--- config.mk ---
export PLATFORM = sky130hd
export DESIGN_NAME = risc16_mc_ctrl
export DESIGN_NICKNAME = d
export VERILOG_FILES = /design/src/rtl/risc16_mc_ctrl.sv
export SDC_FILE = /design/constraint.sdc
export NUM_CORES = 1
export LEC_CHECK = 0
export ABC_AREA = 1
export CAP_MARGIN = 20
export CORE_AREA = 8 8 70 72
export CTS_BUF_LIST = sky130_fd_sc_hd__clkbuf_16
export CTS_CLUSTER_SIZE = 24
export DETAILED_ROUTE_END_ITERATION = 10
export DIE_AREA = 0 0 78 80
export HOLD_SLACK_MARGIN = 0.03
export PLACE_DENSITY = 0.85
export SLEW_MARGIN = 10
export SYNTH_ARGS = -nofsm -noshare
export SYNTH_HDL_FRONTEND = slang
export SYNTH_SLANG_ARGS = --single-unit
--- constraint.sdc ---
create_clock -name clk -period 1.8 [get_ports clk]
set_input_delay 0.27 -clock clk [delete_from_list [all_inputs] [get_ports clk]]
set_output_delay 0.27 -clock clk [all_outputs]
set_load 0.03 [all_outputs]
--- src/rtl/risc16_mc_ctrl.sv ---
// Multicycle control sequencer for the RiSC-16 datapath: steps each instruction
// through FETCH/DECODE/EXEC/MEM/WB over one shared memory port with wait states.
module risc16_mc_ctrl #(
    parameter int TIMEOUT = 255,
    parameter int CNT_W   = 16
) (
    input  logic             clk,
    input  logic             rst,
    input  logic [15:0]      mem_rdata,
    input  logic             mem_ready,
    input  logic             alu_eq,
    output logic             mem_req,
    output logic             mem_we,
    output logic             mem_addr_sel,
    output logic             ir_we,
    output logic             pc_we,
    output logic [1:0]       pc_sel,
    output logic             WE_rf,
    output logic [1:0]       rf_wsel,
    output logic [1:0]       alu_op,
    output logic             alu_src_imm,
    output logic             src2_sel,
    output logic             halted,
    output logic             fault,
    output logic [CNT_W-1:0] retired
);

    localparam int WW = (TIMEOUT < 1) ? 1 : $clog2(TIMEOUT + 1);

    localparam logic [2:0] OP_ADD  = 3'b000;
    localparam logic [2:0] OP_ADDI = 3'b001;
    localparam logic [2:0] OP_NAND = 3'b010;
    localparam logic [2:0] OP_LUI  = 3'b011;
    localparam logic [2:0] OP_SW   = 3'b100;
    localparam logic [2:0] OP_LW   = 3'b101;
    localparam logic [2:0] OP_BEQ  = 3'b110;
    localparam logic [2:0] OP_JALR = 3'b111;

    typedef enum logic [2:0] {
        S_FETCH, S_DECODE, S_EXEC, S_MEM, S_WB, S_HALT, S_FAULT
    } state_t;

    state_t           state_q, state_d;
    logic [2:0]       op_q;
    logic             imm_nz_q;
    logic [WW-1:0]    wait_q, wait_d;
    logic [CNT_W-1:0] retired_q;
    logic [1:0]       op_alu;
    logic             op_imm;

    // Only the opcode and the JALR immediate matter here; the rest is datapath.
    logic unused_rdata;
    assign unused_rdata = ^mem_rdata[12:7];

    assign retired = retired_q;

    always_ff @(posedge clk) begin
        if (rst) begin
            state_q   <= S_FETCH;
            op_q      <= 3'b000;
            imm_nz_q  <= 1'b0;
            wait_q    <= '0;
            retired_q <= '0;
        end else begin
            state_q <= state_d;
            wait_q  <= wait_d;
            if (state_q == S_FETCH && mem_ready) begin
                op_q     <= mem_rdata[15:13];
                imm_nz_q <= |mem_rdata[6:0];
            end
            if (pc_we)
                retired_q <= retired_q + CNT_W'(1);
        end
    end

    always_comb begin
        op_alu = 2'b00;
        op_imm = 1'b0;
        case (op_q)
            OP_ADDI:      op_imm = 1'b1;
            OP_NAND:      op_alu = 2'b01;
            OP_LUI:       begin op_alu = 2'b10; op_imm = 1'b1; end
            OP_SW, OP_LW: op_imm = 1'b1;
            OP_BEQ:       op_alu = 2'b11;
            default:      ;
        endcase
    end

    always_comb begin
        state_d      = state_q;
        wait_d       = '0;
        mem_req      = 1'b0;
        mem_we       = 1'b0;
        mem_addr_sel = 1'b0;
        ir_we        = 1'b0;
        pc_we        = 1'b0;
        pc_sel       = 2'b00;
        WE_rf        = 1'b0;
        rf_wsel      = 2'b00;
        alu_op       = 2'b00;
        alu_src_imm  = 1'b0;
        src2_sel     = 1'b0;
        halted       = 1'b0;
        fault        = 1'b0;
        case (state_q)
            S_FETCH: begin
                mem_req = 1'b1;
                ir_we   = mem_ready;
                if (mem_ready)
                    state_d = S_DECODE;
                else if (wait_q == WW'(TIMEOUT))
                    state_d = S_FAULT;
                else
                    wait_d = wait_q + WW'(1);
            end
            S_DECODE: begin
                src2_sel = (op_q == OP_SW) || (op_q == OP_BEQ);
                state_d  = S_EXEC;
            end
            S_EXEC: begin
                alu_op      = op_alu;
                alu_src_imm = op_imm;
                case (op_q)
                    OP_BEQ: begin
                        pc_we   = 1'b1;
                        pc_sel  = {1'b0, alu_eq};
                        state_d = S_FETCH;
                    end
                    OP_JALR:      state_d = imm_nz_q ? S_HALT : S_WB;
                    OP_LW, OP_SW: state_d = S_MEM;
                    default:      state_d = S_WB;
                endcase
            end
            S_MEM: begin
                mem_req      = 1'b1;
                mem_addr_sel = 1'b1;
                mem_we       = (op_q == OP_SW);
                alu_op       = op_alu;
                alu_src_imm  = op_imm;
                if (mem_ready) begin
                    if (op_q == OP_SW) begin
                        pc_we   = 1'b1;
                        state_d = S_FETCH;
                    end else begin
                        state_d = S_WB;
                    end
                end else if (wait_q == WW'(TIMEOUT)) begin
                    state_d = S_FAULT;
                end else begin
                    wait_d = wait_q + WW'(1);
                end
            end
            S_WB: begin
                WE_rf       = 1'b1;
                pc_we       = 1'b1;
                alu_op      = op_alu;
                alu_src_imm = op_imm;
                if (op_q == OP_LW)
                    rf_wsel = 2'b01;
                else if (op_q == OP_JALR)
                    rf_wsel = 2'b10;
                if (op_q == OP_JALR)
                    pc_sel = 2'b10;
                state_d = S_FETCH;
            end
            S_HALT:  halted = 1'b1;
            S_FAULT: fault  = 1'b1;
            default: state_d = S_FAULT;
        endcase

        // Reset silences the port immediately, even mid-access.
        if (rst) begin
            mem_req      = 1'b0;
            mem_we       = 1'b0;
            mem_addr_sel = 1'b0;
            ir_we        = 1'b0;
            pc_we        = 1'b0;
            pc_sel       = 2'b00;
            WE_rf        = 1'b0;
            rf_wsel      = 2'b00;
            alu_op       = 2'b00;
            alu_src_imm  = 1'b0;
            src2_sel     = 1'b0;
            halted       = 1'b0;
            fault        = 1'b0;
        end
    end

endmodule

# == Word-level counts from Yosys, hierarchy flattened ==
# Cells that the tools add are included.
# W data, S select, Z words.
# classes
n_addsub,2
multipliers,0
div,0
order_cmp,0
eq_ne,14
shift,0
muxes,41
bitwise,1
n_reduce_logical,10
# ops
operator,n
$mux W1,25
$eq A3 B3 Y1 const B,7
$pmux W3 S6,1
$add A16 B1 Y16 const B,1
$mux W2,7
$eq A3 B2 Y1 const B,4
$mux W3,4
$pmux W3 S3,1
$add A8 B1 Y8 const B,1
$eq A8 B8 Y1 const B,1
$reduce_or A4 Y1,2
$reduce_or A7 Y1,1
$eq A3 B1 Y1 const B,2
$pmux W2 S3,1
$reduce_or A2 Y1,3
$pmux W2 S2,1
$logic_not A3 Y1,1
$pmux W1 S3,1
$reduce_or A3 Y1,1
$logic_and A1 B1 Y1,1
$logic_or A1 B1 Y1,1
$not A1 Y1,1
# totals
ff_bits,31
latch_bits,0
ramBits,0
mem_bits_ro,0
inputBits,20
output_inout_bits,32
elab_cells,73
n_memories,0

# == Logic depth before layout (Yosys ltp) ==
# logic_depth
word_depth,5
mapped_depth,9
mapped_depth_nobuf,9

# == Least setup slack after synthesis ==
# No wires, ideal clock.
# synth_path
path_kind,in2out
startpoint,input rst
endpoint,output alu_op[1]
arrival_time_ps,1621
required_ps,1530
slack_ps,-91
cell_stages,5
n_path_buf,2
cell_sequence,clkbuf_1 -> inv_1 -> clkbuf_1 -> nand2_1 -> a211oi_1
# synth_via
elab_chain_len,1
# synth_rtl
item,line_no,source
start: declaration,8,"input logic rst,"
$mux W2,172,if (rst) begin
end: declaration,20,"output logic [1:0] alu_op,"
# Every way passes these cells.

# == Worst setup path in the final report ==
# layout_path
startpoint,register state_q[0]
endpoint,output pc_we
# layout_via
elab_chain_len,3
elab_cells_between_ends,5
cone_classes,eq/ne (3); mux (2)
# layout_rtl
item,line_no,source
start: declaration,43,"state_t state_q, state_d;"
start signal: assignment,65,state_q <= state_d;
$eq A3 B3 Y1 / $eq A3 B2 Y1 (equally long branches),105,case (state_q)
$pmux W1 S3 *,105,
$mux W1 *,172,
end: declaration,16,"output logic pc_we,"
# Every way passes the cells marked *; elsewhere a longest branch is shown, timed or not.

==> metrics.md <==
| Metric | Value |
|---|---|
| Average detailed-routed wire length per instance | `12.2 um` |
| Final Cycle Share | `0.982` |
| Dominant combinational cell family by area after synthesis | `simple AND/OR/NAND/NOR gates` |
| Number of antenna violations at the first check in global routing | `0` |
| Classification of the worst setup path | `register to output port` |
| Placed inst area | `2200 um2` |
| Total routing resource utilization after global routing | `0.142` |
| Via count | `1,845` |
| Clk Tree Root Cell | `clkbuf_16` |
| Post-synthesis cell count | `260` |
| CP cell instances | `inv_2 -> nand2_1 -> nor2_2 -> nor2_2 -> nand2_4 -> inv_1 -> nor2_1 -> buf_4` |
| Number of distinct library cell variants in the gate-level netlist after synthesis | `26` |
| Slew Limit Headroom | `0.786` |
| Worst setup skew after layout | `2.14 ps` |
| Clock-pin slew on the worst setup and hold paths | `50 ps` |
| Number of clock buffers inserted by TritonCTS | `5` |
| Max Fanout on Critical Path | `5` |
| First-pass GRT wire length | `7280 um` |
| Floorplan die height | `80 um` |
| Post-synth top area share | `0.368` |
| Pin count of the biggest net entering global routing | `25` |
| Worst Slack Setup Final | `32.7 ps` |
| Core outline area | `3860 um2` |
| Longest individual stage delay on the worst path | `390 ps` |
| Count of maximum capacitance violations | `0` |
| Share of the synthesized area in compound gates (AO/OA/AOI/OAI) | `0.100` |
| Top cell type by total area after synthesis | `dfxtp_1` |
| Unrepaired setup endpoints after global routing | `yes` |
| Library cell appearing most often on the critical path | `nor2_2` |
| Slowest cell on crit path | `dfxtp_2` |
| Initial core utilization | `0.438` |
| Final cell area excluding filler cells | `2400 um2` |
| Yosys Warn Count | `0` |
| Final layout net count | `337` |
| Clk sink count | `31` |
| Synthesized-area fraction occupied by xor and xnor cells | `0.0311` |
| Post-synth net total | `282` |
| Number of global-route vias before repair | `1,699` |
| Number of pins with negative max-slew slack in the final report | `0` |
| Number of remaining DRC errors | `0` |
| Arithmetic-cell share of the synthesized area counting full adders, half adders and majority gates | `0.0148` |
| Family with the most delay on the worst path | `simple AND/OR/NAND/NOR gates` |
| Power per cell area | `831 nW/um2` |
| Routability cong. | `0.867` |
| Post-detailed-routing wire length | `4450 um` |
| Sum of buffers and inverters on the critical path | `3` |
| Startpoint type of the worst setup path | `register` |
| Worst path required time | `1530 ps` |
| Number of antenna repair diodes | `0` |
| Fill count | `348` |
| Share of synthesized area occupied by flip-flops and latches | `0.368` |
| Number of detailed-route iterations in the first pass | `4` |
| Clk_lat worst skew | `270 ps` |
| Static leakage | `0.989 nW` |
| Multiplexer area fraction after synthesis | `0` |
| Ratio of cells with drive above 1 in the final layout | `0.174` |
| Reg-to-reg startpoint | `retired[1]$_SDFFE_PP0P_` |
| Layout area overhead | `42.0%` |
| Total grt overflow | `0` |
| Die area | `6240 um2` |
| Final critical path time including I/O delays and setup | `1770 ps` |
| IR drop worst, VDD | `0.482 mV` |
| Fmax | `0.566 GHz` |
| Leading cell types by total area after synthesis | `dfxtp_1 37%, nand2_1 12%, nor2_1 11%` |
| Run status | `complete, no violations` |
| Number of standard-cell rows in the floorplan | `23` |
| Critical Path Sink Type | `output port` |
| Actual transition at the worst max-transition pin | `318 ps` |
| Average cell area after synthesis | `6.49 um2` |
| HPWL after detailed placement | `3200 um` |
| Arrival time at the worst endpoint | `1500 ps` |
| Path class of the lowest-slack min-delay path | `register to register` |
| Die width | `78 um` |
| Count of buffers inserted at the top-level ports | `45` |
| Bufs on Longest Clock Path | `2` |
| First-iteration detailed-routing DRC count | `126` |
| Post-route antenna net violation count | `0` |
| Clock H-tree levels | `2` |
| Min-delay src | `wait_q[0]$_SDFF_PP0_` |
| Via-to-Cell Ratio | `5.04` |
| I/O Pins | `52` |
| Number of endpoints failing setup at the final stage | `0` |
| Hold Violations, Final | `0` |
| Clock tree from TritonCTS | `yes` |
| Post-layout total power | `1.99 mW` |
| Worst slack, placed | `135 ps` |
| Cell area after technology mapping | `1690 um2` |
| Crit path launch | `state_q[0]$_SDFFE_PP0N_` |
| Number of synthesized register bits | `31` |
| Post-synthesis share of cell area spent on and, or, nand and nor gates | `0.380` |
[per-stage QoR]
| stage | utilization | instances | hold WS, ps | setup TNS (ps) |
|---|---|---|---|---|
| after CTS | 0.608 | 364 | 491 | 0 |
| after floorplan | - | 260 | 418 | 0 |
| after detailed placement | 0.571 | 356 | 442 | 0 |
| final | 0.622 | 366 | 486 | 0 |
| after global routing | 0.622 | 366 | 498 | -100 |
| after global placement | 0.571 | 356 | 431 | 0 |
[cell type report]
cell class              instances  area (um2)  area share
repair buffers                 54         490       0.205
clock inverters                 3        12.5     0.00522
well taps                      50        62.6      0.0261
flip-flops and latches         31         629       0.263
clock buffers                   5         125      0.0522
multi-input cells             186         936       0.390
inverters                      37         141      0.0590
[registers in the layout, indices dropped and copies added (netlist names)]
register	count
imm_nz_q	1
op_q	3
retired	16
state_q	3
wait_q	8
[routing by layer]
| metal | vias to the layer above | track usage | part of all wire |
|---|---|---|---|
| li1 | 946 | - | - |
| met1 | 833 | 0.154 | 0.44 |
| met2 | 57 | 0.250 | 0.49 |
| met3 | 9 | 0.0394 | 0.056 |
| met4 | 0 | 0.0667 | 0.019 |
| met5 | - | 0 | 0 |
[kinds of logic (layout without fill, tap and decap cells)]
group / count (synthesis) / in the layout
AO/OA/AOI/OAI: 32 / 32
adder cells (fa/ha/maj): 2 / 2
buffers and inverters: 43 / 99
AND/OR/NAND/NOR: 146 / 146
XOR/XNOR: 6 / 6
flip-flops: 31 / 31
[synthesized netlist by cell type, drive strengths merged]
master / instances
nand2: 53
clkbuf: 2
nand3: 26
xor2: 3
and3: 1
dfxtp: 31
nor2: 50
a31oi: 2
nand4: 3
buf: 4
nor3: 10
a211oi: 1
o21ai: 10
xnor2: 3
nor4: 3
a21oi: 19
inv: 37
ha: 2
[where the power goes]
| group | switching (mW) | internal (mW) |
|---|---|---|
| Sequential | 0.0509 | 0.729 |
| Clock | 0.289 | 0.499 |
| Combinational | 0.263 | 0.162 |
[path summary, 6_finish.rpt]
path | slack (ps) | endpoint | depth (start not counted)
setup / recovery | 30 | pc_we | 8
hold / removal | 490 | wait_q[0]$_SDFF_PP0_ | 1
setup reg to reg | 220 | retired[10]$_SDFFE_PP0P_ | 8
hold reg to reg | 490 | wait_q[0]$_SDFF_PP0_ | 1
[worst register-to-register path: stages (launching register included)]
cell and delay (ps):
dfxtp_1 380, ha_1 210, nand2_1 90, nor2_2 210
inv_1 80, nor3_1 260, nand3_1 110, nand2_1 90
nor2_1 40
[cells in the final DEF, fill, tap and decap left out, types with 2 or more instances in the layout]
master / netlist / layout
nand2_1: 52 / 52
nor2_1: 49 / 46
inv_1: 33 / 34
clkdlybuf4s50_1: 0 / 29
dfxtp_1: 31 / 26
buf_4: 1 / 24
nand3_1: 22 / 21
a21oi_1: 18 / 18
nor3_1: 10 / 9
o21ai_0: 9 / 9
clkbuf_16: 0 / 5
inv_2: 4 / 4
dfxtp_2: 0 / 4
nor2_2: 1 / 3
nand3_2: 4 / 3
xnor2_1: 3 / 3
xor2_1: 3 / 3
nand4_1: 3 / 3
nand3_4: 0 / 2
nor4_1: 3 / 2
a31oi_1: 2 / 2
ha_1: 2 / 2
[repair_timing]
| action | 4_1_cts | 5_1_grt |
|---|---|---|
| pin swaps | 0 | 1 |
| resized for setup | 4 | 11 |
| hold buffers | 0 | 0 |
| setup endpoints to repair | 1 | 5 |
| setup buffers | 0 | 2 |
| cloned | 0 | 0 |
Power figures use the tool's default switching activity.
